**src/rtl/uart_cmd_pkg.sv**
```systemverilog
// Shared constants and state type for the host command controller.
// Frame layout on the wire: HDR_BYTE, CMD, ARG_H, ARG_L, CSUM.
package uart_cmd_pkg;

   localparam logic [7:0] HDR_BYTE       = 8'hA5;

   localparam logic [7:0] CMD_START      = 8'h01;
   localparam logic [7:0] CMD_SET_INTEG  = 8'h02;
   localparam logic [7:0] CMD_STOP       = 8'h03;
   localparam logic [7:0] CMD_QUERY      = 8'h04;

   localparam logic [7:0] RSP_ACK        = 8'h06;
   localparam logic [7:0] RSP_NAK        = 8'h15;
   localparam logic [7:0] RSP_QUERY_BASE = 8'h80;

   typedef enum logic [2:0] {
      ST_HUNT  = 3'd0,
      ST_CMD   = 3'd1,
      ST_ARG_H = 3'd2,
      ST_ARG_L = 3'd3,
      ST_CSUM  = 3'd4,
      ST_EXEC  = 3'd5,
      ST_RESP  = 3'd6
   } state_e;

   // States between the header and the checksum, where the byte timeout is armed.
   function automatic logic in_frame(input state_e s);
      return (s == ST_CMD) || (s == ST_ARG_H) || (s == ST_ARG_L) || (s == ST_CSUM);
   endfunction

   function automatic logic accepts_rx(input state_e s);
      return (s == ST_HUNT) || in_frame(s);
   endfunction

   function automatic logic [7:0] sat_inc8(input logic [7:0] v);
      return (v == 8'hFF) ? v : v + 8'd1;
   endfunction

endpackage

```
**src/rtl/uart_cmd_ctrl_if.sv**
```systemverilog
// Byte-stream link between the UART pair and the command controller.
// The master side is the UART (RX producer, TX consumer); the slave side is the controller.
interface uart_cmd_ctrl_if;

   logic [7:0] rx_data;
   logic       rx_data_valid;
   logic       rx_data_ready;

   logic [7:0] tx_data;
   logic       tx_data_valid;
   logic       tx_data_ready;

   modport master (
      output rx_data,
      output rx_data_valid,
      input  rx_data_ready,
      input  tx_data,
      input  tx_data_valid,
      output tx_data_ready
   );

   modport slave (
      input  rx_data,
      input  rx_data_valid,
      output rx_data_ready,
      output tx_data,
      output tx_data_valid,
      input  tx_data_ready
   );

endinterface

```
**src/rtl/uart_byte_timeout.sv**
```systemverilog
// Inter-byte idle counter: counts enabled cycles since the last clear and emits a
// one-cycle expired pulse on the TIMEOUT_CYC-th idle cycle, restarting from zero.
module uart_byte_timeout #(
   parameter int unsigned TIMEOUT_CYC = 50_000
) (
   input  logic clk,
   input  logic rst_n,
   input  logic clr_i,
   input  logic en_i,
   output logic expired_o
);

   localparam int unsigned   CW   = $clog2(TIMEOUT_CYC + 1);
   localparam logic [CW-1:0] LAST = CW'(TIMEOUT_CYC - 1);

   logic [CW-1:0] cnt_q;
   logic [CW-1:0] cnt_d;

   // Clear has priority so a byte landing on the last idle cycle still wins.
   always_comb begin
      cnt_d     = cnt_q;
      expired_o = 1'b0;
      if (clr_i) begin
         cnt_d = '0;
      end else if (en_i) begin
         if (cnt_q == LAST) begin
            expired_o = 1'b1;
            cnt_d     = '0;
         end else begin
            cnt_d = cnt_q + CW'(1);
         end
      end
   end

   always_ff @(posedge clk or negedge rst_n) begin
      if (!rst_n) begin
         cnt_q <= '0;
      end else begin
         cnt_q <= cnt_d;
      end
   end

endmodule

```
**src/rtl/uart_cmd_ctrl.sv**
```systemverilog
// Host command controller: parses A5-framed commands from the UART receiver, drives the
// CCD start/stop pulses and integration time, and returns a one-byte response.
module uart_cmd_ctrl
   import uart_cmd_pkg::*;
#(
   parameter int unsigned CLK_HZ        = 50_000_000,
   parameter int unsigned TIMEOUT_CYC   = 50_000,
   parameter logic [15:0] INTEG_DEFAULT = 16'd1000
) (
   input  logic           clk_50m,
   input  logic           rst_n,
   uart_cmd_ctrl_if.slave link,
   input  logic           ccd_busy,
   output logic           ccd_start,
   output logic           ccd_stop,
   output logic [15:0]    integ_time,
   output logic [7:0]     err_cnt
);

   if (CLK_HZ == 0 || TIMEOUT_CYC == 0) begin : g_param_check
      $error("uart_cmd_ctrl: CLK_HZ and TIMEOUT_CYC must be non-zero");
   end

   state_e      state_q, state_d;
   logic [7:0]  cmd_q, cmd_d;
   logic [7:0]  argHi_q, argHi_d;
   logic [7:0]  argLo_q, argLo_d;
   logic [7:0]  sum_q, sum_d;
   logic        csumOk_q, csumOk_d;
   logic        rdy_q, rdy_d;
   logic [7:0]  txData_q, txData_d;
   logic        txValid_q, txValid_d;
   logic        start_q, start_d;
   logic        stop_q, stop_d;
   logic [15:0] integ_q, integ_d;
   logic [7:0]  err_q, err_d;

   logic        rxFire;
   logic        txFire;
   logic        tmoEn;
   logic        tmoClr;
   logic        tmoExpired;

   assign rxFire = link.rx_data_valid & rdy_q;
   assign txFire = txValid_q & link.tx_data_ready;
   assign tmoEn  = in_frame(state_q);
   assign tmoClr = rxFire | ~tmoEn;

   uart_byte_timeout #(
      .TIMEOUT_CYC (TIMEOUT_CYC)
   ) u_timeout (
      .clk       (clk_50m),
      .rst_n     (rst_n),
      .clr_i     (tmoClr),
      .en_i      (tmoEn),
      .expired_o (tmoExpired)
   );

   // Frame parsing, command execution and response hand-off. The checksum is
   // accumulated byte by byte so CSUM only needs a single 8-bit compare.
   always_comb begin
      state_d   = state_q;
      cmd_d     = cmd_q;
      argHi_d   = argHi_q;
      argLo_d   = argLo_q;
      sum_d     = sum_q;
      csumOk_d  = csumOk_q;
      txData_d  = txData_q;
      txValid_d = txValid_q;
      start_d   = 1'b0;
      stop_d    = 1'b0;
      integ_d   = integ_q;
      err_d     = err_q;

      unique case (state_q)
         ST_HUNT: begin
            if (rxFire && link.rx_data == HDR_BYTE) begin
               state_d = ST_CMD;
            end
         end
         ST_CMD: begin
            if (rxFire) begin
               cmd_d   = link.rx_data;
               sum_d   = link.rx_data;
               state_d = ST_ARG_H;
            end
         end
         ST_ARG_H: begin
            if (rxFire) begin
               argHi_d = link.rx_data;
               sum_d   = sum_q + link.rx_data;
               state_d = ST_ARG_L;
            end
         end
         ST_ARG_L: begin
            if (rxFire) begin
               argLo_d = link.rx_data;
               sum_d   = sum_q + link.rx_data;
               state_d = ST_CSUM;
            end
         end
         ST_CSUM: begin
            if (rxFire) begin
               csumOk_d = (link.rx_data == sum_q);
               state_d  = ST_EXEC;
            end
         end
         ST_EXEC: begin
            txValid_d = 1'b1;
            state_d   = ST_RESP;
            if (!csumOk_q) begin
               txData_d = RSP_NAK;
               err_d    = sat_inc8(err_q);
            end else begin
               case (cmd_q)
                  CMD_START: begin
                     if (!ccd_busy) begin
                        start_d  = 1'b1;
                        txData_d = RSP_ACK;
                     end else begin
                        txData_d = RSP_NAK;
                     end
                  end
                  CMD_SET_INTEG: begin
                     if ({argHi_q, argLo_q} != 16'd0) begin
                        integ_d  = {argHi_q, argLo_q};
                        txData_d = RSP_ACK;
                     end else begin
                        txData_d = RSP_NAK;
                     end
                  end
                  CMD_STOP: begin
                     stop_d   = 1'b1;
                     txData_d = RSP_ACK;
                  end
                  CMD_QUERY: begin
                     txData_d = RSP_QUERY_BASE | {7'd0, ccd_busy};
                  end
                  default: begin
                     txData_d = RSP_NAK;
                  end
               endcase
            end
         end
         ST_RESP: begin
            if (txFire) begin
               txValid_d = 1'b0;
               state_d   = ST_HUNT;
            end
         end
         default: begin
            state_d = ST_HUNT;
         end
      endcase

      // The timeout only fires on a cycle with no accepted byte, so it can override the case above.
      if (tmoExpired) begin
         state_d = ST_HUNT;
         err_d   = sat_inc8(err_q);
      end
   end

   assign rdy_d = accepts_rx(state_d);

   always_ff @(posedge clk_50m or negedge rst_n) begin
      if (!rst_n) begin
         state_q   <= ST_HUNT;
         cmd_q     <= 8'h00;
         argHi_q   <= 8'h00;
         argLo_q   <= 8'h00;
         sum_q     <= 8'h00;
         csumOk_q  <= 1'b0;
         rdy_q     <= 1'b0;
         txData_q  <= 8'h00;
         txValid_q <= 1'b0;
         start_q   <= 1'b0;
         stop_q    <= 1'b0;
         integ_q   <= INTEG_DEFAULT;
         err_q     <= 8'h00;
      end else begin
         state_q   <= state_d;
         cmd_q     <= cmd_d;
         argHi_q   <= argHi_d;
         argLo_q   <= argLo_d;
         sum_q     <= sum_d;
         csumOk_q  <= csumOk_d;
         rdy_q     <= rdy_d;
         txData_q  <= txData_d;
         txValid_q <= txValid_d;
         start_q   <= start_d;
         stop_q    <= stop_d;
         integ_q   <= integ_d;
         err_q     <= err_d;
      end
   end

   assign link.rx_data_ready = rdy_q;
   assign link.tx_data       = txData_q;
   assign link.tx_data_valid = txValid_q;
   assign ccd_start          = start_q;
   assign ccd_stop           = stop_q;
   assign integ_time         = integ_q;
   assign err_cnt            = err_q;

endmodule
```
**src/flat_wrapper.sv**
```systemverilog
// flat-port wrapper written by rule: the top's interface ports become plain ports
module uart_cmd_ctrl_flat import uart_cmd_pkg::*;
#(
   parameter int unsigned CLK_HZ        = 50_000_000,
   parameter int unsigned TIMEOUT_CYC   = 50_000,
   parameter logic [15:0] INTEG_DEFAULT = 16'd1000
)
  (clk_50m, rst_n, ccd_busy, ccd_start, ccd_stop, integ_time, err_cnt, link_rx_data, link_rx_data_valid, link_rx_data_ready, link_tx_data, link_tx_data_valid, link_tx_data_ready);
  uart_cmd_ctrl_if link_i ();
  input  logic clk_50m;
  input  logic rst_n;
  input  logic ccd_busy;
  output logic ccd_start;
  output logic ccd_stop;
  output logic [15:0] integ_time;
  output logic [7:0] err_cnt;
  input wire logic [$bits(link_i.rx_data)-1:0] link_rx_data;
  input wire logic [$bits(link_i.rx_data_valid)-1:0] link_rx_data_valid;
  output wire logic [$bits(link_i.rx_data_ready)-1:0] link_rx_data_ready;
  output wire logic [$bits(link_i.tx_data)-1:0] link_tx_data;
  output wire logic [$bits(link_i.tx_data_valid)-1:0] link_tx_data_valid;
  input wire logic [$bits(link_i.tx_data_ready)-1:0] link_tx_data_ready;
  assign link_i.rx_data = link_rx_data;
  assign link_i.rx_data_valid = link_rx_data_valid;
  assign link_rx_data_ready = link_i.rx_data_ready;
  assign link_tx_data = link_i.tx_data;
  assign link_tx_data_valid = link_i.tx_data_valid;
  assign link_i.tx_data_ready = link_tx_data_ready;
  uart_cmd_ctrl #(.CLK_HZ(CLK_HZ), .TIMEOUT_CYC(TIMEOUT_CYC), .INTEG_DEFAULT(INTEG_DEFAULT)) u_core (.clk_50m(clk_50m), .rst_n(rst_n), .link(link_i), .ccd_busy(ccd_busy), .ccd_start(ccd_start), .ccd_stop(ccd_stop), .integ_time(integ_time), .err_cnt(err_cnt));
endmodule
```
**config.mk**
```make
export PLATFORM = sky130hd
export DESIGN_NAME = uart_cmd_ctrl_flat
export DESIGN_NICKNAME = d
export VERILOG_FILES = /design/src/rtl/uart_cmd_pkg.sv /design/src/rtl/uart_cmd_ctrl_if.sv /design/src/rtl/uart_byte_timeout.sv /design/src/rtl/uart_cmd_ctrl.sv /design/src/flat_wrapper.sv
export SDC_FILE = /design/constraint.sdc
export NUM_CORES = 1
export LEC_CHECK = 0
export ABC_AREA = 1
export ABC_CLOCK_PERIOD_IN_PS = 4600
export BUFFER_PORTS_ARGS = -buffer_cell sky130_fd_sc_hd__buf_2
export CELL_PAD_IN_SITES_DETAIL_PLACEMENT = 1
export CELL_PAD_IN_SITES_GLOBAL_PLACEMENT = 1
export CORE_MARGIN = 10
export CORE_UTILIZATION = 47
export CTS_CLUSTER_SIZE = 12
export DETAILED_ROUTE_END_ITERATION = 8
export PLACE_DENSITY_LB_ADDON = 0.1
export SLEW_MARGIN = 0
export SYNTH_ARGS = -nofsm -noshare
export SYNTH_HDL_FRONTEND = slang
export SYNTH_SLANG_ARGS = --single-unit
export TNS_END_PERCENT = 100
```
**constraint.sdc**
```tcl
create_clock -name clk_50m -period 4.6 [get_ports clk_50m]
set_input_delay 0.92 -clock clk_50m [delete_from_list [all_inputs] [get_ports clk_50m]]
set_output_delay 0.92 -clock clk_50m [all_outputs]
set_load 0.01 [all_outputs]
```
Word-level counts from Yosys, hierarchy flattened
Cells that the tools add are included.
{ "classes": {"n_addsub": 3, "n_mul": 0, "div_mod_pow": 0, "magnitude_cmp": 0, "n_eq_ne": 22, "shifts": 0, "muxes": 34, "bitwise": 4, "reduce_logical": 24} }
{ "ops": {"columns": ["cell", "count"], "rows": [
  ["$mux 8", 7],
  ["$mux 16", 3],
  ["$pmux 8 s4", 1],
  ["$mux 3", 7],
  ["$pmux 3 s7", 1],
  ["$add 16x1->16 const B", 1],
  ["$eq 16x16->1 const B", 1],
  ["$eq 8x2->1 const B", 2],
  ["$eq 8x8->1 const B", 2],
  ["$pmux 8 s2", 1],
  ["$reduce_bool 16->1", 1],
  ["$eq 3x2->1 const B", 4],
  ["$eq 3x3->1 const B", 4],
  ["$reduce_and 2->1", 6],
  ["$mux 1", 11],
  ["$mux 5", 2],
  ["$add 8x1->8 const B", 1],
  ["$add 8x8->8", 1],
  ["$eq 8x1->1 const B", 1],
  ["$eq 8x3->1 const B", 1],
  ["$eq 8x8->1", 1],
  ["$reduce_bool 2->1", 4],
  ["$logic_or 1x1->1", 7],
  ["$eq 3x1->1 const B", 2],
  ["other kinds (11)", 15]
]} }
{ "totals": {"ff_bits": 88, "latchBits": 0, "ramBits": 0, "rom_bits": 0, "in_bits": 13, "out_inout_bits": 36, "elab_cells": 101, "mem_count": 0} }

Logic depth before layout (Yosys ltp)
{ "depth": {"ltp_word": 13, "mapped_depth": 10} }

Hierarchy
A second synthesis with hierarchy kept.
{ "unflattened": {"cells_unflattened": 576, "area_unflattened_um2": 4613.2} }
{ "modules_own_cells": {"columns": ["mod", "n_inst", "cells_per_inst", "area_each_um2", "seq_area_each_um2"], "rows": [
  ["uart_cmd_ctrl", 1, 434, 3587.2, 1734.2],
  ["uart_byte_timeout", 1, 142, 1026.0, 400.4]
]} }

Worst setup path before layout
No wires, ideal clock.
{ "synth_timing": {"path_type": "input port to flip-flop", "from": "in link_rx_data[0]", "to": "reg u_core.sum_q[4]", "setup_time_ps": 123, "arrival_ps": 1943, "setup_slack_ps": 2534, "path_stages": 9, "path_buffers": 0, "path_cell_list": "ha_1 inv_1 fa_1 inv_1 nand3_1 nand3_1 xor2_1 o21ai_0 nand2_1"} }
{ "synth_via": {"elab_chain_len": 3} }
{ "synth_lines": {"columns": ["element", "line", "source"], "rows": [
  ["from (decl)", "flat_wrapper.sv:17", "input wire logic [$bits(link_i.rx_data)-1:0] link_rx_data;"],
  ["$add 8x8->8", "uart_cmd_ctrl.sv:91, uart_cmd_ctrl.sv:98", null],
  ["$mux 8", "uart_cmd_ctrl.sv:89, uart_cmd_ctrl.sv:96", null],
  ["$pmux 8 s2", "uart_cmd_ctrl.sv:75", "unique case (state_q)"],
  ["to (signal assigned)", "uart_cmd_ctrl.sv:185", "sum_q <= sum_d;"],
  ["to (decl)", "uart_cmd_ctrl.sv:28", "logic [7:0] sum_q, sum_d;"]
]} }
No other way between the ends. The select of a mux whose other input is x is not followed.
A chain may end at the register's enable or synchronous reset.

Final worst setup path
{ "layout_timing": {"from": "reg u_core.state_q[2]", "to": "reg u_core.rdy_q (netlist: u_core.link.rx_data_ready)"} }
{ "layout_via": {"elab_chain_len": 13, "word_cells_on_any_way": 31} }
{ "layout_lines": {"columns": ["element", "line", "source"], "rows": [
  ["from (decl)", "uart_cmd_ctrl.sv:24", "state_e state_q, state_d;"],
  ["from (signal assigned)", "uart_cmd_ctrl.sv:181", "state_q <= state_d;"],
  ["$eq 3x1->1 or $eq 3x2->1 (tied branches)", "uart_cmd_pkg.sv:28, uart_cmd_ctrl.sv:75", null],
  ["$logic_or 1x1->1 (3 in series)", "uart_cmd_pkg.sv:28", "return (s == ST_CMD) || (s == ST_ARG_H) || (s == ST_ARG_L) || (s == ST_CSUM);"],
  ["$not 1->1", "uart_cmd_ctrl.sv:47", "assign tmoClr = rxFire | ~tmoEn;"],
  ["$or 1x1->1", "uart_cmd_ctrl.sv:47", null],
  ["$mux 1", "uart_byte_timeout.sv:23", "if (clr_i) begin"],
  ["$mux 3 (*)", "uart_cmd_ctrl.sv:157", "if (tmoExpired) begin"],
  ["named net u_core.state_d[2]", "uart_cmd_ctrl.sv:24", null],
  ["$eq 3x1->1 or $eq 3x2->1 (tied branches)", "uart_cmd_pkg.sv:28", null],
  ["$logic_or 1x1->1 (3 in series)", "uart_cmd_pkg.sv:28", null],
  ["$logic_or 1x1->1 (*)", "uart_cmd_pkg.sv:32", "return (s == ST_HUNT) || in_frame(s);"],
  ["named net u_core.rdy_d", "uart_cmd_ctrl.sv:30", "logic rdy_q, rdy_d;"],
  ["to (signal assigned)", "uart_cmd_ctrl.sv:187", "rdy_q <= rdy_d;"],
  ["to (decl)", "uart_cmd_ctrl.sv:30", null]
]} }
The timed path passes the listed nets; every way through them passes the cells marked *.

==> results_dict.tcl <==
set metrics [dict create \
    critPathLaunchType "register" \
    layout.nets 624 \
    ys_seq_area_frac 0.486 \
    synth-seq-cells 85 \
    cts_max_level 3 \
    clkPwrFrac 0.233 \
    critPathCaptureType "register" \
    power_density_nw_per_um2 537 \
    p_leak_nw 2.47 \
    worstHoldPathCells 1 \
    die_y_um 117 \
    grtUsageTotal 0.171 \
    synthDistinctLibCells 36 \
    finalSetupViolations 0 \
    fin_hold_ws_ps 481 \
    antenna_found_initial 0 \
    clock_path_buffers 2 \
    grt_setup_unrepaired "no" \
    synth_edf_count 0 \
    tritoncts "yes" \
    grt_max_degree 51 \
    fp.coreArea_um2 9150 \
    swShare 0.399 \
    critPathBufInv 1 \
    pin_count 49 \
    synthArstFlopShare 1.00 \
    path_class "reg -> reg" \
    die_w_um 117 \
    drtIter0Drc 142 \
    path_max_fanout 17 \
    worstMarginPinSlew_ps 643 \
    ys.warnings.count 0 \
    synth_ff_type "dfrtp_1" \
    clk_latency_ps 360 \
    hold_path.class "reg -> reg" \
    timing.final.crit_share 0.453 \
    dr_total_vias 3689 \
    arrival_ps 2330 \
    synth_area_leaders "dfrtp_1, nand2_1, nor2_1, inv_1, nand3_1" \
    cts_setup_buffers 0 \
    relSlewSlack 0.571 \
    drive_gt1_frac 0.162 \
    place_congestion 0.862 \
    worstReg2RegStart "u_core.state_q[2]" \
    critical-path-top-delay-family "simple AND/OR/NAND/NOR gates" \
    hold_viol_final 0 \
    crit_path_cell_trace "nor2_2 -> inv_2 -> nor2_4 -> nor3b_1 -> nor2_1 -> nand2_1" \
    tns_ps 0 \
    cts_resized 0 \
    p_int_w 0.00159 \
    syn_inst 553 \
    fillers 1146 \
    max_cap_viol_count 0 \
    port-buffer-count 45 \
    seq_area_um2 2130 \
    path_clk_slew_ps 90 \
    drv_slew 0 \
    fmax_ghz 0.480 \
    yosysTopAreaCell "dfrtp_1" \
    grt_pass1_wl_um 18600 \
    drc 0 \
    grt_overflow 0 \
    initial_core_util 0.480 \
    cts_buffers 9 \
    worstRegToRegCells 6 \
    netlist_area_um2 4390 \
    hpwl_um 8520 \
    status "completed" \
    grt_pass1_vias 3901 \
    viasPerCell 5.15 \
    yosysTopAreaCellShare 0.450 \
    comb_power_share 0.350 \
    syn2layout_area_growth_pct 12.5 \
    wirelength_um 11100 \
    ir_drop_mv 0.323 \
    multiInputGateArea_um2 1950 \
    first_pass_iters 4 \
    n_antenna_cell 0 \
    r2r_setup_slack_ps 2520 \
    cts_hold_buf 0 \
    cp.required_ps 4850 \
    wire_per_inst_um 15.5 \
    row_count 35 \
    crit_slowest_cell "dfrtp_1" \
    postSynthAreaPerCell_um2 7.94 \
    detail-route-antenna-nets 0 \
    die_area_um2 13600 \
    whs_endpoint "u_core.u_timeout.cnt_q[0]" \
    seqPwrFrac 0.418 \
    min_from "u_core.u_timeout.cnt_q[0]" \
    slowest_delay_ps 510 \
    fin_skew_ps 9.33 \
    r2r-end "u_core.link.rx_data_ready" \
    switchingPower_w 0.00106 \
    fin_crit_ps 2080 \
    clockRootBuffer "clkbuf_8" \
    cts.sinks 85 \
]
state kept, by name (all words and copies together) (netlist names), 3 cells and up:
register	flops
u_core.cmd_q	8
u_core.state_q	3
u_core.link.tx_data	5
u_core.err_cnt	8
u_core.sum_q	8
u_core.argLo_q	8
u_core.integ_time	16
u_core.argHi_q	8
u_core.u_timeout.cnt_q	16
per-layer routing:
layer  up-vias  track usage  part of all wire
met5         -            0                 0
met1      1786        0.197              0.43
met3        15       0.0288             0.028
met2        41        0.315              0.52
met4         0       0.0535             0.015
li1       1847            -                 -
worst reg2reg max path: stages, from the launching register on:
cell and delay [ps]:
dfrtp_1 510, nor2_2 510, inv_2 230, nor2_4 410, nor3b_1 110, nor2_1 140, nand2_1 70
through the flow:
| stage | total power [W] | cells | cell area (um2) | utilization | worst slack (ps) |
|---|---|---|---|---|---|
| after global placement | 0.00202 | 701 | 4710 | 0.515 | 2270 |
| after global routing | 0.00288 | 717 | 4940 | 0.540 | 2330 |
| final | 0.00265 | 717 | 4940 | 0.540 | 2520 |
| after CTS | 0.00268 | 717 | 4940 | 0.540 | 2520 |
| after detailed placement | 0.00206 | 701 | 4710 | 0.515 | 2200 |
| after floorplan | 0.00177 | 555 | 4400 | - | 2530 |
cell type report:
type,count,share of cell area
Inverter,68,0.0517
Tap cell,111,0.0281
Clock inverter,7,0.0213
Multi-Input combinational cell,391,0.394
Clock buffer,9,0.0251
Timing Repair Buffer,46,0.0476
Sequential cell,85,0.432
worst max-delay path by stage:
stage / startpoint / cells after the start / endpoint / slack [ps]
after floorplan: link_rx_data[0] / 9 / u_core.sum_q[4] / 2530
final: u_core.state_q[2] / 6 / u_core.link.rx_data_ready / 2520
after global placement: link_rx_data[0] / 10 / u_core.sum_q[4] / 2270
after global routing: u_core.state_q[2] / 6 / u_core.link.rx_data_ready / 2330
after detailed placement: link_rx_data[0] / 10 / u_core.sum_q[4] / 2200
after CTS: u_core.state_q[2] / 6 / u_core.link.rx_data_ready / 2520
cell families after synthesis:
group                      synth area share
other                              0.000854
AOI/OAI and AO/OA                    0.0783
buffers and inverters                0.0723
DFF                                   0.486
and+or+nand+nor                       0.298
adders and majority gates            0.0302
xor gates and xnor gates             0.0339
placed cells by master, fill, tap and decap left out, types with 3 or more instances in the layout:
cell,n
nand2_1,154
dfrtp_1,79
nor2_1,59
inv_1,56
buf_2,44
nand3_1,39
o21ai_1,38
a21oi_1,15
xor2_1,13
inv_2,11
nor3_1,11
o21ai_0,10
ha_1,9
clkbuf_8,9
nand4_1,6
dfstp_2,6
xnor2_1,4
nand2_2,3
nand2_4,3
nand3_2,3
nor2_4,3
conb_1,3
cell usage after synthesis, types with 2 or more instances:
cell type and n:
inv_2 11, xor2_1 13, nand2_4 3, nand3_2 3, dfrtp_1 79, nand3b_1 2, buf_2 8, nor4_1 2
nor2_1 59, nor3_1 11, xnor2_1 4, nand2_2 3, or2_2 2, o21ai_1 38, nand4_1 6, inv_1 56
nor2_4 3, dfstp_2 6, o21ai_0 10, a21oi_1 15, nor2_2 2, nand3_1 39, ha_1 9, nand2_1 154
buf_4 3, nor3b_1 2
power groups by stage:
stage	registers [W]	logic (W)	clock network, W
after floorplan	0.00110	0.000670	0
after global placement	0.00111	0.000902	0
after detailed placement	0.00112	0.000937	0
after CTS	0.00111	0.000943	0.000630
after global routing	0.00114	0.00107	0.000667
final	0.00111	0.000927	0.000617
Power figures use the tool's default switching activity.
